File: src/rtl/neuron_pkg.sv
// Shared types and constants for the neuron dispatcher slice.
package neuron_pkg;

  localparam int unsigned WT_W   = 17;
  localparam int unsigned ACT_W  = 27;
  localparam int unsigned FAN_IN = 9;
  localparam int unsigned IDX_W  = 4;

  localparam logic [FAN_IN-1:0] START_ALL = 9'h1ff;

  typedef enum logic [1:0] {
    StCollect,
    StIssue,
    StWait,
    StEmit
  } disp_state_e;

endpackage

File: src/rtl/neuron_dispatcher_if.sv
// Bus bundle between the dispatcher, its upstream/downstream and the neuron engine.
// master: dispatcher side; slave: environment (weight loader, source, neuron, sink).
interface neuron_dispatcher_if;
  import neuron_pkg::*;

  logic                    wt_wr_en;
  logic [IDX_W-1:0]        wt_wr_nrn;
  logic [IDX_W-1:0]        wt_wr_tap;
  logic [WT_W-1:0]         wt_wr_data;
  logic                    wt_wr_ack;

  logic                    act_valid;
  logic                    act_ready;
  logic [ACT_W-1:0]        act_data;

  logic [FAN_IN*WT_W-1:0]  n_weights;
  logic [FAN_IN*ACT_W-1:0] n_inputs;
  logic [FAN_IN-1:0]       n_start;
  logic [ACT_W-1:0]        n_out;
  logic                    n_end;

  logic                    res_valid;
  logic                    res_ready;
  logic [ACT_W-1:0]        res_data;
  logic [IDX_W-1:0]        res_idx;
  logic                    res_err;
  logic                    busy;

  modport master (
    input  wt_wr_en, wt_wr_nrn, wt_wr_tap, wt_wr_data,
    output wt_wr_ack,
    input  act_valid, act_data,
    output act_ready,
    output n_weights, n_inputs, n_start,
    input  n_out, n_end,
    output res_valid, res_data, res_idx, res_err, busy,
    input  res_ready
  );

  modport slave (
    output wt_wr_en, wt_wr_nrn, wt_wr_tap, wt_wr_data,
    input  wt_wr_ack,
    output act_valid, act_data,
    input  act_ready,
    input  n_weights, n_inputs, n_start,
    output n_out, n_end,
    input  res_valid, res_data, res_idx, res_err, busy,
    output res_ready
  );

endinterface

File: src/rtl/neuron_weight_bank.sv
// NUM_NEURONS x FAN_IN weight register file: one write port, one full-row read port.
// Storage is deliberately not reset; weights survive a dispatcher reset.
module neuron_weight_bank
  import neuron_pkg::*;
#(
  parameter int unsigned NUM_NEURONS = 4
) (
  input  logic                   clk_i,
  input  logic                   wr_en_i,
  input  logic [IDX_W-1:0]       wr_nrn_i,
  input  logic [IDX_W-1:0]       wr_tap_i,
  input  logic [WT_W-1:0]        wr_data_i,
  input  logic [IDX_W-1:0]       rd_nrn_i,
  output logic [FAN_IN*WT_W-1:0] rd_row_o
);

  logic [WT_W-1:0] mem_q [NUM_NEURONS][FAN_IN];

  // Write one tap; indices are decoded by compare so out-of-range never aliases.
  always_ff @(posedge clk_i) begin
    for (int unsigned r = 0; r < NUM_NEURONS; r++) begin
      for (int unsigned t = 0; t < FAN_IN; t++) begin
        if (wr_en_i && wr_nrn_i == IDX_W'(r) && wr_tap_i == IDX_W'(t)) begin
          mem_q[r][t] <= wr_data_i;
        end
      end
    end
  end

  // Present the selected row packed tap 0 in the LSBs.
  always_comb begin
    rd_row_o = '0;
    for (int unsigned r = 0; r < NUM_NEURONS; r++) begin
      if (rd_nrn_i == IDX_W'(r)) begin
        for (int unsigned t = 0; t < FAN_IN; t++) begin
          rd_row_o[t*WT_W +: WT_W] = mem_q[r][t];
        end
      end
    end
  end

endmodule

File: src/rtl/neuron_dispatcher.sv
// Layer-level initiator time-multiplexing one neuron MAC engine over NUM_NEURONS
// weight sets. Optional WAIT watchdog enabled by defining DISPATCH_TIMEOUT_EN.
module neuron_dispatcher
  import neuron_pkg::*;
#(
  parameter int unsigned NUM_NEURONS = 4,
  parameter int unsigned TIMEOUT     = 64
) (
  input logic                clk,
  input logic                rst,
  neuron_dispatcher_if.master bus
);

  disp_state_e             state_q;
  logic [IDX_W-1:0]        act_cnt_q;
  logic [IDX_W-1:0]        nrn_idx_q;
  logic [IDX_W-1:0]        res_idx_q;
  logic [ACT_W-1:0]        res_data_q;
  logic                    n_end_q;
  logic                    wt_wr_ack_q;
  logic [ACT_W-1:0]        taps_q [FAN_IN];
  logic [FAN_IN*WT_W-1:0]  wt_row;
  logic [FAN_IN*ACT_W-1:0] taps_flat;
  logic                    collecting;
  logic                    act_fire;
  logic                    wt_commit;
  logic                    end_rise;
  logic                    last_nrn;

  assign collecting = (state_q == StCollect);
  assign act_fire   = collecting && bus.act_valid;
  assign wt_commit  = collecting && bus.wt_wr_en &&
                      (32'(bus.wt_wr_nrn) < NUM_NEURONS) &&
                      (32'(bus.wt_wr_tap) < FAN_IN);
  // A level already high on WAIT entry is not a completion.
  assign end_rise   = bus.n_end && !n_end_q;
  assign last_nrn   = (nrn_idx_q == IDX_W'(NUM_NEURONS - 1));

  neuron_weight_bank #(
    .NUM_NEURONS(NUM_NEURONS)
  ) u_bank (
    .clk_i    (clk),
    .wr_en_i  (wt_commit),
    .wr_nrn_i (bus.wt_wr_nrn),
    .wr_tap_i (bus.wt_wr_tap),
    .wr_data_i(bus.wt_wr_data),
    .rd_nrn_i (nrn_idx_q),
    .rd_row_o (wt_row)
  );

`ifdef DISPATCH_TIMEOUT_EN
  localparam int unsigned TmoW = $clog2(TIMEOUT + 1);
  logic [TmoW-1:0] tmo_q;
  logic            res_err_q;
  assign bus.res_err = res_err_q;
`else
  logic unused_timeout;
  assign unused_timeout = (TIMEOUT != 0);
  assign bus.res_err    = 1'b0;
`endif

  // Activation tap capture; not reset, only consumed after a full vector.
  always_ff @(posedge clk) begin
    for (int unsigned t = 0; t < FAN_IN; t++) begin
      if (act_fire && act_cnt_q == IDX_W'(t)) begin
        taps_q[t] <= bus.act_data;
      end
    end
  end

  // Dispatcher FSM with result capture and write acknowledge.
  always_ff @(posedge clk) begin
    if (rst) begin
      state_q     <= StCollect;
      act_cnt_q   <= '0;
      nrn_idx_q   <= '0;
      res_idx_q   <= '0;
      res_data_q  <= '0;
      n_end_q     <= 1'b0;
      wt_wr_ack_q <= 1'b0;
`ifdef DISPATCH_TIMEOUT_EN
      tmo_q       <= '0;
      res_err_q   <= 1'b0;
`endif
    end else begin
      n_end_q     <= bus.n_end;
      wt_wr_ack_q <= wt_commit;
      unique case (state_q)
        StCollect: begin
          if (act_fire) begin
            if (act_cnt_q == IDX_W'(FAN_IN - 1)) begin
              act_cnt_q <= '0;
              nrn_idx_q <= '0;
              state_q   <= StIssue;
            end else begin
              act_cnt_q <= act_cnt_q + 1'b1;
            end
          end
        end
        StIssue: begin
`ifdef DISPATCH_TIMEOUT_EN
          tmo_q   <= '0;
`endif
          state_q <= StWait;
        end
        StWait: begin
          if (end_rise) begin
            res_data_q <= bus.n_out;
            res_idx_q  <= nrn_idx_q;
`ifdef DISPATCH_TIMEOUT_EN
            res_err_q  <= 1'b0;
`endif
            state_q    <= StEmit;
          end
`ifdef DISPATCH_TIMEOUT_EN
          else if (tmo_q == TmoW'(TIMEOUT - 1)) begin
            res_data_q <= '0;
            res_idx_q  <= nrn_idx_q;
            res_err_q  <= 1'b1;
            state_q    <= StEmit;
          end else begin
            tmo_q <= tmo_q + 1'b1;
          end
`endif
        end
        StEmit: begin
          if (bus.res_ready) begin
`ifdef DISPATCH_TIMEOUT_EN
            res_err_q <= 1'b0;
`endif
            if (last_nrn) begin
              act_cnt_q <= '0;
              state_q   <= StCollect;
            end else begin
              nrn_idx_q <= nrn_idx_q + 1'b1;
              state_q   <= StIssue;
            end
          end
        end
        default: state_q <= StCollect;
      endcase
    end
  end

  // Pack activation taps, tap 0 in the LSBs.
  always_comb begin
    taps_flat = '0;
    for (int unsigned t = 0; t < FAN_IN; t++) begin
      taps_flat[t*ACT_W +: ACT_W] = taps_q[t];
    end
  end

  // Outputs decode from registered state; operands are quiet while collecting.
  assign bus.act_ready = collecting;
  assign bus.busy      = !collecting;
  assign bus.n_start   = (state_q == StIssue) ? START_ALL : '0;
  assign bus.n_weights = collecting ? '0 : wt_row;
  assign bus.n_inputs  = collecting ? '0 : taps_flat;
  assign bus.res_valid = (state_q == StEmit);
  assign bus.res_data  = res_data_q;
  assign bus.res_idx   = res_idx_q;
  assign bus.wt_wr_ack = wt_wr_ack_q;

endmodule
File: src/flat_wrapper.sv
// flat-port wrapper written by rule: the top's interface ports become plain ports
module neuron_dispatcher_flat import neuron_pkg::*;
#(
  parameter int unsigned NUM_NEURONS = 4,
  parameter int unsigned TIMEOUT     = 64
)
  (clk, rst, bus_wt_wr_en, bus_wt_wr_nrn, bus_wt_wr_tap, bus_wt_wr_data, bus_wt_wr_ack, bus_act_valid, bus_act_data, bus_act_ready, bus_n_weights, bus_n_inputs, bus_n_start, bus_n_out, bus_n_end, bus_res_valid, bus_res_data, bus_res_idx, bus_res_err, bus_busy, bus_res_ready);
  neuron_dispatcher_if bus_i ();
  input logic clk;
  input logic rst;
  input wire logic [$bits(bus_i.wt_wr_en)-1:0] bus_wt_wr_en;
  input wire logic [$bits(bus_i.wt_wr_nrn)-1:0] bus_wt_wr_nrn;
  input wire logic [$bits(bus_i.wt_wr_tap)-1:0] bus_wt_wr_tap;
  input wire logic [$bits(bus_i.wt_wr_data)-1:0] bus_wt_wr_data;
  output wire logic [$bits(bus_i.wt_wr_ack)-1:0] bus_wt_wr_ack;
  input wire logic [$bits(bus_i.act_valid)-1:0] bus_act_valid;
  input wire logic [$bits(bus_i.act_data)-1:0] bus_act_data;
  output wire logic [$bits(bus_i.act_ready)-1:0] bus_act_ready;
  output wire logic [$bits(bus_i.n_weights)-1:0] bus_n_weights;
  output wire logic [$bits(bus_i.n_inputs)-1:0] bus_n_inputs;
  output wire logic [$bits(bus_i.n_start)-1:0] bus_n_start;
  input wire logic [$bits(bus_i.n_out)-1:0] bus_n_out;
  input wire logic [$bits(bus_i.n_end)-1:0] bus_n_end;
  output wire logic [$bits(bus_i.res_valid)-1:0] bus_res_valid;
  output wire logic [$bits(bus_i.res_data)-1:0] bus_res_data;
  output wire logic [$bits(bus_i.res_idx)-1:0] bus_res_idx;
  output wire logic [$bits(bus_i.res_err)-1:0] bus_res_err;
  output wire logic [$bits(bus_i.busy)-1:0] bus_busy;
  input wire logic [$bits(bus_i.res_ready)-1:0] bus_res_ready;
  assign bus_i.wt_wr_en = bus_wt_wr_en;
  assign bus_i.wt_wr_nrn = bus_wt_wr_nrn;
  assign bus_i.wt_wr_tap = bus_wt_wr_tap;
  assign bus_i.wt_wr_data = bus_wt_wr_data;
  assign bus_wt_wr_ack = bus_i.wt_wr_ack;
  assign bus_i.act_valid = bus_act_valid;
  assign bus_i.act_data = bus_act_data;
  assign bus_act_ready = bus_i.act_ready;
  assign bus_n_weights = bus_i.n_weights;
  assign bus_n_inputs = bus_i.n_inputs;
  assign bus_n_start = bus_i.n_start;
  assign bus_i.n_out = bus_n_out;
  assign bus_i.n_end = bus_n_end;
  assign bus_res_valid = bus_i.res_valid;
  assign bus_res_data = bus_i.res_data;
  assign bus_res_idx = bus_i.res_idx;
  assign bus_res_err = bus_i.res_err;
  assign bus_busy = bus_i.busy;
  assign bus_i.res_ready = bus_res_ready;
  neuron_dispatcher #(.NUM_NEURONS(NUM_NEURONS), .TIMEOUT(TIMEOUT)) u_core (.clk(clk), .rst(rst), .bus(bus_i));
endmodule
File: config.mk
export PLATFORM = sky130hd
export DESIGN_NAME = neuron_dispatcher_flat
export DESIGN_NICKNAME = d
export VERILOG_FILES = /design/src/rtl/neuron_pkg.sv /design/src/rtl/neuron_dispatcher_if.sv /design/src/rtl/neuron_weight_bank.sv /design/src/rtl/neuron_dispatcher.sv /design/src/flat_wrapper.sv
export SDC_FILE = /design/constraint.sdc
export NUM_CORES = 1
export LEC_CHECK = 0
export ABC_AREA = 1
export ABC_CLOCK_PERIOD_IN_PS = 3550
export CAP_MARGIN = 40
export CORE_MARGIN = 2
export CORE_UTILIZATION = 49
export CTS_CLUSTER_SIZE = 25
export DETAILED_ROUTE_END_ITERATION = 16
export HOLD_SLACK_MARGIN = 0.1
export PLACE_DENSITY = 0.76
export REMOVE_ABC_BUFFERS = 1
export SLEW_MARGIN = 20
export SYNTH_ARGS = -nofsm -noshare
export SYNTH_HDL_FRONTEND = slang
export SYNTH_HIERARCHICAL = 1
export SYNTH_SLANG_ARGS = --single-unit
File: constraint.sdc
create_clock -name clk -period 3.55 [get_ports clk]
set_clock_uncertainty 0.2 [all_clocks]
set_input_delay 0.71 -clock clk [delete_from_list [all_inputs] [get_ports clk]]
set_output_delay 0.71 -clock clk [all_outputs]
set_load 0.005 [all_outputs]
# After elaboration in Yosys (flattened, before gate mapping)
# Memories as Yosys holds them, arrays and structs flattened.
# Index checks and enable logic that the tools add are counted.
# word_totals
rom_bits,0
wordCells,267
input_bits,85
out_inout_bits,441
latch_bits,0
mem_bits_rw,855
memories,2
register_bits,43
# classes
magnitude_cmp,2
mux,146
n_addsub,2
bitwise_logic,0
shift,0
n_reduce_logical,77
n_eq_ne,31
multipliers,0
div,0
# mem_list
memory,depth,word_bits,read_ports,rd_ports_with_merged_regs,write_ports,line_no,rtl
u_core.u_bank.mem_q,4,153,4,0,1,neuron_weight_bank.sv:17,logic [WT_W-1:0] mem_q [NUM_NEURONS][FAN_IN];
u_core.taps_q,9,27,9,0,1,neuron_dispatcher.sv:21,logic [ACT_W-1:0] taps_q [FAN_IN];
# op_table
cell,n
153-bit two-way mux,8
153-bit OR reduction,3
243-bit two-way mux,1
27-bit two-way mux,8
27-bit OR reduction,8
1-bit two-way mux,99
4-bit two-way mux,16
1-bit logical AND,54
9-bit two-way mux,4
"4-bit by 2-bit equality test with 1-bit output, second input constant",8
"4-bit by 3-bit equality test with 1-bit output, second input constant",8
"4-bit by 1-bit equality test with 1-bit output, second input constant",4
4-bit zero test,4
4-bit case mux with 2 select lines,2
2-bit two-way mux,7
"4-bit by 1-bit adder with 4-bit output, second input constant",2
"4-bit equality test, second input constant",2
2-bit case mux with 4 select lines,1
4-bit AND reduction,2
"2-bit by 1-bit != test with 1-bit output, second input constant",3
"2-bit != test, second input constant",3
5-bit AND reduction,1
"2-bit equality test, second input constant",2
"4-bit by 3-bit < comparator with 1-bit output, second input constant",1
other kinds (6),7

# Depth between registers and ports, before layout
# Gate-level depths: netlist of run 1.
# logic_depth
word_depth,14
ltp_mapped,11
ltp_nobuf,10

# Cells and area by module
# Netlist of run 1, hierarchy kept.
# by_module_without_submodules
module,area_per_inst_um2,seq_area_each_um2,cells_each,instances
neuron_weight_bank,23229.8,18377.6,1574,1
neuron_dispatcher,12715.9,8157.8,1370,1

# Least setup slack after synthesis of run 1
# No wires, ideal clock.
# synth_path
path_type,reg2reg
from,register u_core.state_q[0]
to,memory u_core.taps_q[3][19] (netlist: u_core/taps_q[0][100]) (enable)
path_stages_with_launch,6
period_less_slack_ns,3.495
required_ns,2.905
slack_ns,0.055
n_path_buf,1
setup_ns,0.445
arrival_ns,2.851
cell_sequence,dfxtp_1 > inv_1 > ha_1 > buf_6 > nand2_1 > nor3_1
# synth_via
elab_chain_len,14
word_cells_on_any_way,53
classes_between,mux (34); reduce/logical (19)
# synth_lines
element,line_no,rtl
"start, declared",neuron_dispatcher.sv:14,disp_state_e state_q;
"start signal, assigned",neuron_dispatcher.sv:74,state_q <= StCollect;
"start signal, assigned",neuron_dispatcher.sv:94,state_q <= StIssue;
"start signal, assigned",neuron_dispatcher.sv:104,state_q <= StWait;
2-bit zero test *,neuron_dispatcher.sv:30,assign collecting = (state_q == StCollect);
net bus_act_ready,flat_wrapper.sv:18,output wire logic [$bits(bus_i.act_ready)-1:0] bus_act_ready;
1-bit logical AND *,neuron_dispatcher.sv:31,assign act_fire = collecting && bus.act_valid;
1-bit logical AND,neuron_dispatcher.sv:65,if (act_fire && act_cnt_q == IDX_W'(t)) begin
1-bit two-way mux,neuron_dispatcher.sv:65,
1-bit two-way mux (implied by the code),neuron_dispatcher.sv:66,taps_q[t] <= bus.act_data;
27-bit OR reduction (no line),--,
4-bit two-way mux (no line) or 1-bit two-way mux (tied branches) (8 in series),--,
"end, declared",neuron_dispatcher.sv:21,
# The timed path passes the listed nets; every way through them passes the cells marked *.

# Final worst setup path of run 1
# layout_path
from,register u_core.nrn_idx_q[1]
to,output bus_n_weights[136]
# layout_via
elab_chain_len,6
word_cells_on_any_way,9
classes_between,eq/ne (3); mux (5); reduce/logical (1)
# layout_lines
element,line_no,rtl
"start, declared",neuron_dispatcher.sv:16,logic [IDX_W-1:0] nrn_idx_q;
"start signal, assigned",neuron_dispatcher.sv:135,nrn_idx_q <= nrn_idx_q + 1'b1;
4-bit zero test,neuron_weight_bank.sv:34,if (rd_nrn_i == IDX_W'(r)) begin
153-bit two-way mux (3 in series),neuron_weight_bank.sv:34,
153-bit two-way mux *,neuron_weight_bank.sv:34,
net u_core.wt_row[136],neuron_dispatcher.sv:22,logic [FAN_IN*WT_W-1:0] wt_row;
153-bit two-way mux *,neuron_dispatcher.sv:157,assign bus.n_weights = collecting ? '0 : wt_row;
"end, declared",flat_wrapper.sv:19,output wire logic [$bits(bus_i.n_weights)-1:0] bus_n_weights;
# Marks and branches as above.

==> out/summary.txt, run 1 <==
status - finished, violations left
failing checks - setup timing
wire length per cell - 23.2 um
Slew Limit Fails - 0
Clock Sinks - 898
final core utilization - 65.8%
fin crit share - 101%
HP Class - flop to flop
Longest Clk Path Bufs - 3
Hold Vio Cnt, Final - 0
Horiz. Die Dim - 275 um
CP Capture Type - primary output
EDFF count, synth - 855
endpoints failing setup - 2
Logic pwr share - 3.5%
MaxCap Viol Count - 0
Overall Power - 22000 uW
number of global-route vias before repair - 24.0k
syn_area_per_cell - 12.2 um2
sw frac - 21.0%
first-pass GRT wire length - 146000 um
IO buf count - 524
setup ws final - -0.0221 ns
Max-slew headroom - 58.2%
GRT overflow - 0
die area - 75500 um2
Flop pwr share - 53.1%
initial antenna violation count - 3
top cells by count, synth - 855 x edfxtp_1, 661 x nand3_1, 455 x nor2_1
synthesized area - 35900 um2
Area growth syn-to-layout - 33.4%
Fmax achieved - 0.280 GHz
GR Util All Layers - 25.7%
area leader, netlist - edfxtp_1
largest net degree at the start of global routing - 116
ys flop type - edfxtp_1
kind of critical path - flop to primary output
slew of the pin with the lowest slew margin - 0.626 ns
H-tree depth - 3
Seq/Total Area, Yosys - 73.8%
Leakage - 0.0197 uW
DR iter-0 viols - 3317
Finished Cell Area - 47900 um2
Synth top area share - 71.4%
share of cells above drive strength 1 - 11.3%
cells after synthesis - 2944
startpoint type of the worst setup path - flop
Data required, critical path - 2.64 ns
die height - 275 um
YS warnings - 6
Placed Cells - 4370
routed wire length - 107000 um
fillers - 5106
total CTS buffers - 91
Pwr per Cell Area - 458 nW/um2
Vias/cell - 5.64
Core ar. - 72800 um2
Clock Latency Late Sink - 0.65 ns
maximum VDD drop - 0.434 mV
cell with the most instances after synthesis - edfxtp_1
Pint - 17400 uW
nets - 3686
antenna-violating nets left - 0
CTS tree - built
First-pass DRT Iterations - 6
Clk pwr share - 43.4%
top post-synthesis cells by area - edfxtp_1 71%, nand3_1 9.2%, nor2_1 4.8%, inv_1 4.4%, nand4_1 2.7%
Initial Util - 49.4%
Seq cells post-synth - 898
Worst EP arrival - 2.66 ns
Netlist cell types - 30
DP Wirelength - 59500 um
Post-Layout Cell Count - 4629
clk slew on worst S/H paths - 0.06 ns
DRC violations left - 0
via count - 26.1k
GPL Wtd Cong - 0.813
FF-to-FF setup slack - 0.80 ns
Critical Path Fanout Max - 7
top-level port count - 526
clk root buf - clkbuf_16
dpl cell area - 42900 um2
worst hold slack - 0.263 ns
Post-synth ARST share - 0%
min cycle time layout - 3.57 ns
switching power total - 4610 uW
RSZ-0062 raised after global routing - true
row count - 99
layer usage:
metal	share of wire, %	GRT usage (%)	vias to the layer above
met4	4.4	11.6	0
met1	37	34.6	12700
met2	49	41.8	1601
met3	9.5	3.82	284
li1	-	-	11500
met5	0	0	-
metrics by stage:
stage	setup TNS, ns	setup WS [ns]
finish	-0.0250	-0.0221
global route	-0.902	-0.106
CTS	-0.546	-0.0536
detailed placement	0	0.358
global placement	0	0.386
floorplan	-8592.69	-9.75
worst max-delay path, cell delays in order (launching register included):
cell and delay, ns:
dfxtp_4 0.37, buf_4 0.16, nor2_4 0.15, buf_4 0.17, clkbuf_16 0.16, buf_4 0.14
nand3_1 0.08, nand4_1 0.10, inv_1 0.09, nor2_1 0.11, clkdlybuf4s50_1 0.51
kinds of logic after synthesis:
logic type               count (synthesis)  share of synthesized area [%]
other                                    1                         0.0104
flip-flops                             898                           73.8
AO/OA/AOI/OAI                           44                          0.630
XOR/XNOR                                 2                         0.0487
adder cells (fa/ha/maj)                  9                          0.313
buffers and inverters                  626                           7.22
AND/OR/NAND/NOR                       1364                           18.0
placed cells by master (no fill, tap or decap), types with 25 or more instances in the layout:
cell             count
nor2_1             446
dfxtp_1             39
nand2_1             64
edfxtp_1           855
inv_1              416
a21oi_1             39
clkdlybuf4s50_1    388
clkinv_1            28
nand3_1            654
clkbuf_16          116
buf_16              25
buf_12              29
nand4_1            158
dlymetal6s2s_1     115
buf_4              135
final timing paths:
check | start | endpoint | cells past startpoint
setup / recovery | u_core/nrn_idx_q[1]$_SDFFE_PP0P_ | bus_n_weights[136] | 10
hold / removal | u_core/bus.res_data[26]$_SDFFE_PP0P_ | u_core/bus.res_data[26]$_SDFFE_PP0P_ | 2
setup reg to reg | u_core/state_q[0]$_SDFFE_PP0P_ | u_core/taps_q[0][22]$_DFFE_PP_ | 8
hold reg to reg | u_core/bus.res_data[26]$_SDFFE_PP0P_ | u_core/bus.res_data[26]$_SDFFE_PP0P_ | 2
final cells by class:
cell class | count | area [um2] | area share [%]
clock buffer | 107 | 2350 | 4.90
clock inverter | 61 | 626 | 1.30
inverter | 426 | 1630 | 3.39
timing repair buffer | 755 | 8650 | 18.0
multi-input combinational | 1420 | 6950 | 14.5
antenna | 3 | 7.51 | 0.0157
tap | 959 | 1200 | 2.50
sequential | 898 | 26500 | 55.4
state kept, by name, indices dropped and copies added, names as in the netlist:
name,flops
u_core/taps_q,243
u_core/u_bank/mem_q,612
u_core/bus.wt_wr_ack,1
u_core/nrn_idx_q,4
u_core/state_q,2
u_core/bus.res_data,27
u_core/act_cnt_q,4
u_core/bus.res_idx,4
u_core/n_end_q,1
power groups by stage:
stage | clock [uW] | sequential [uW] | combinational (uW)
after CTS | 9630 | 11700 | 736
after global placement | 0 | 11900 | 706
after global routing | 10100 | 11700 | 817
after detailed placement | 0 | 11900 | 719
after floorplan | 0 | 11900 | 220
final | 9540 | 11700 | 772
what timing repair did:
action | CTS | global route
pin swaps | 14 | 7
cloned | 7 | 35
setup buffers | 16 | 31
endpoints found under the setup margin | 347 | 134
gates resized for setup | 64 | 173
hold buffers | 0 | 0
Note: power is estimated with default switching activity, not from simulation.
==> inputs of run 2 (changes only) <==
--- a/config.mk
+++ b/config.mk
@@ -15,7 +15,6 @@
 export HOLD_SLACK_MARGIN = 0.1
 export PLACE_DENSITY = 0.76
 export REMOVE_ABC_BUFFERS = 1
-export SLEW_MARGIN = 20
 export SYNTH_ARGS = -nofsm -noshare
 export SYNTH_HDL_FRONTEND = slang
 export SYNTH_HIERARCHICAL = 1
==> results of run 2 <==
Final layout, timing and power as in run 1 (identical DEF).
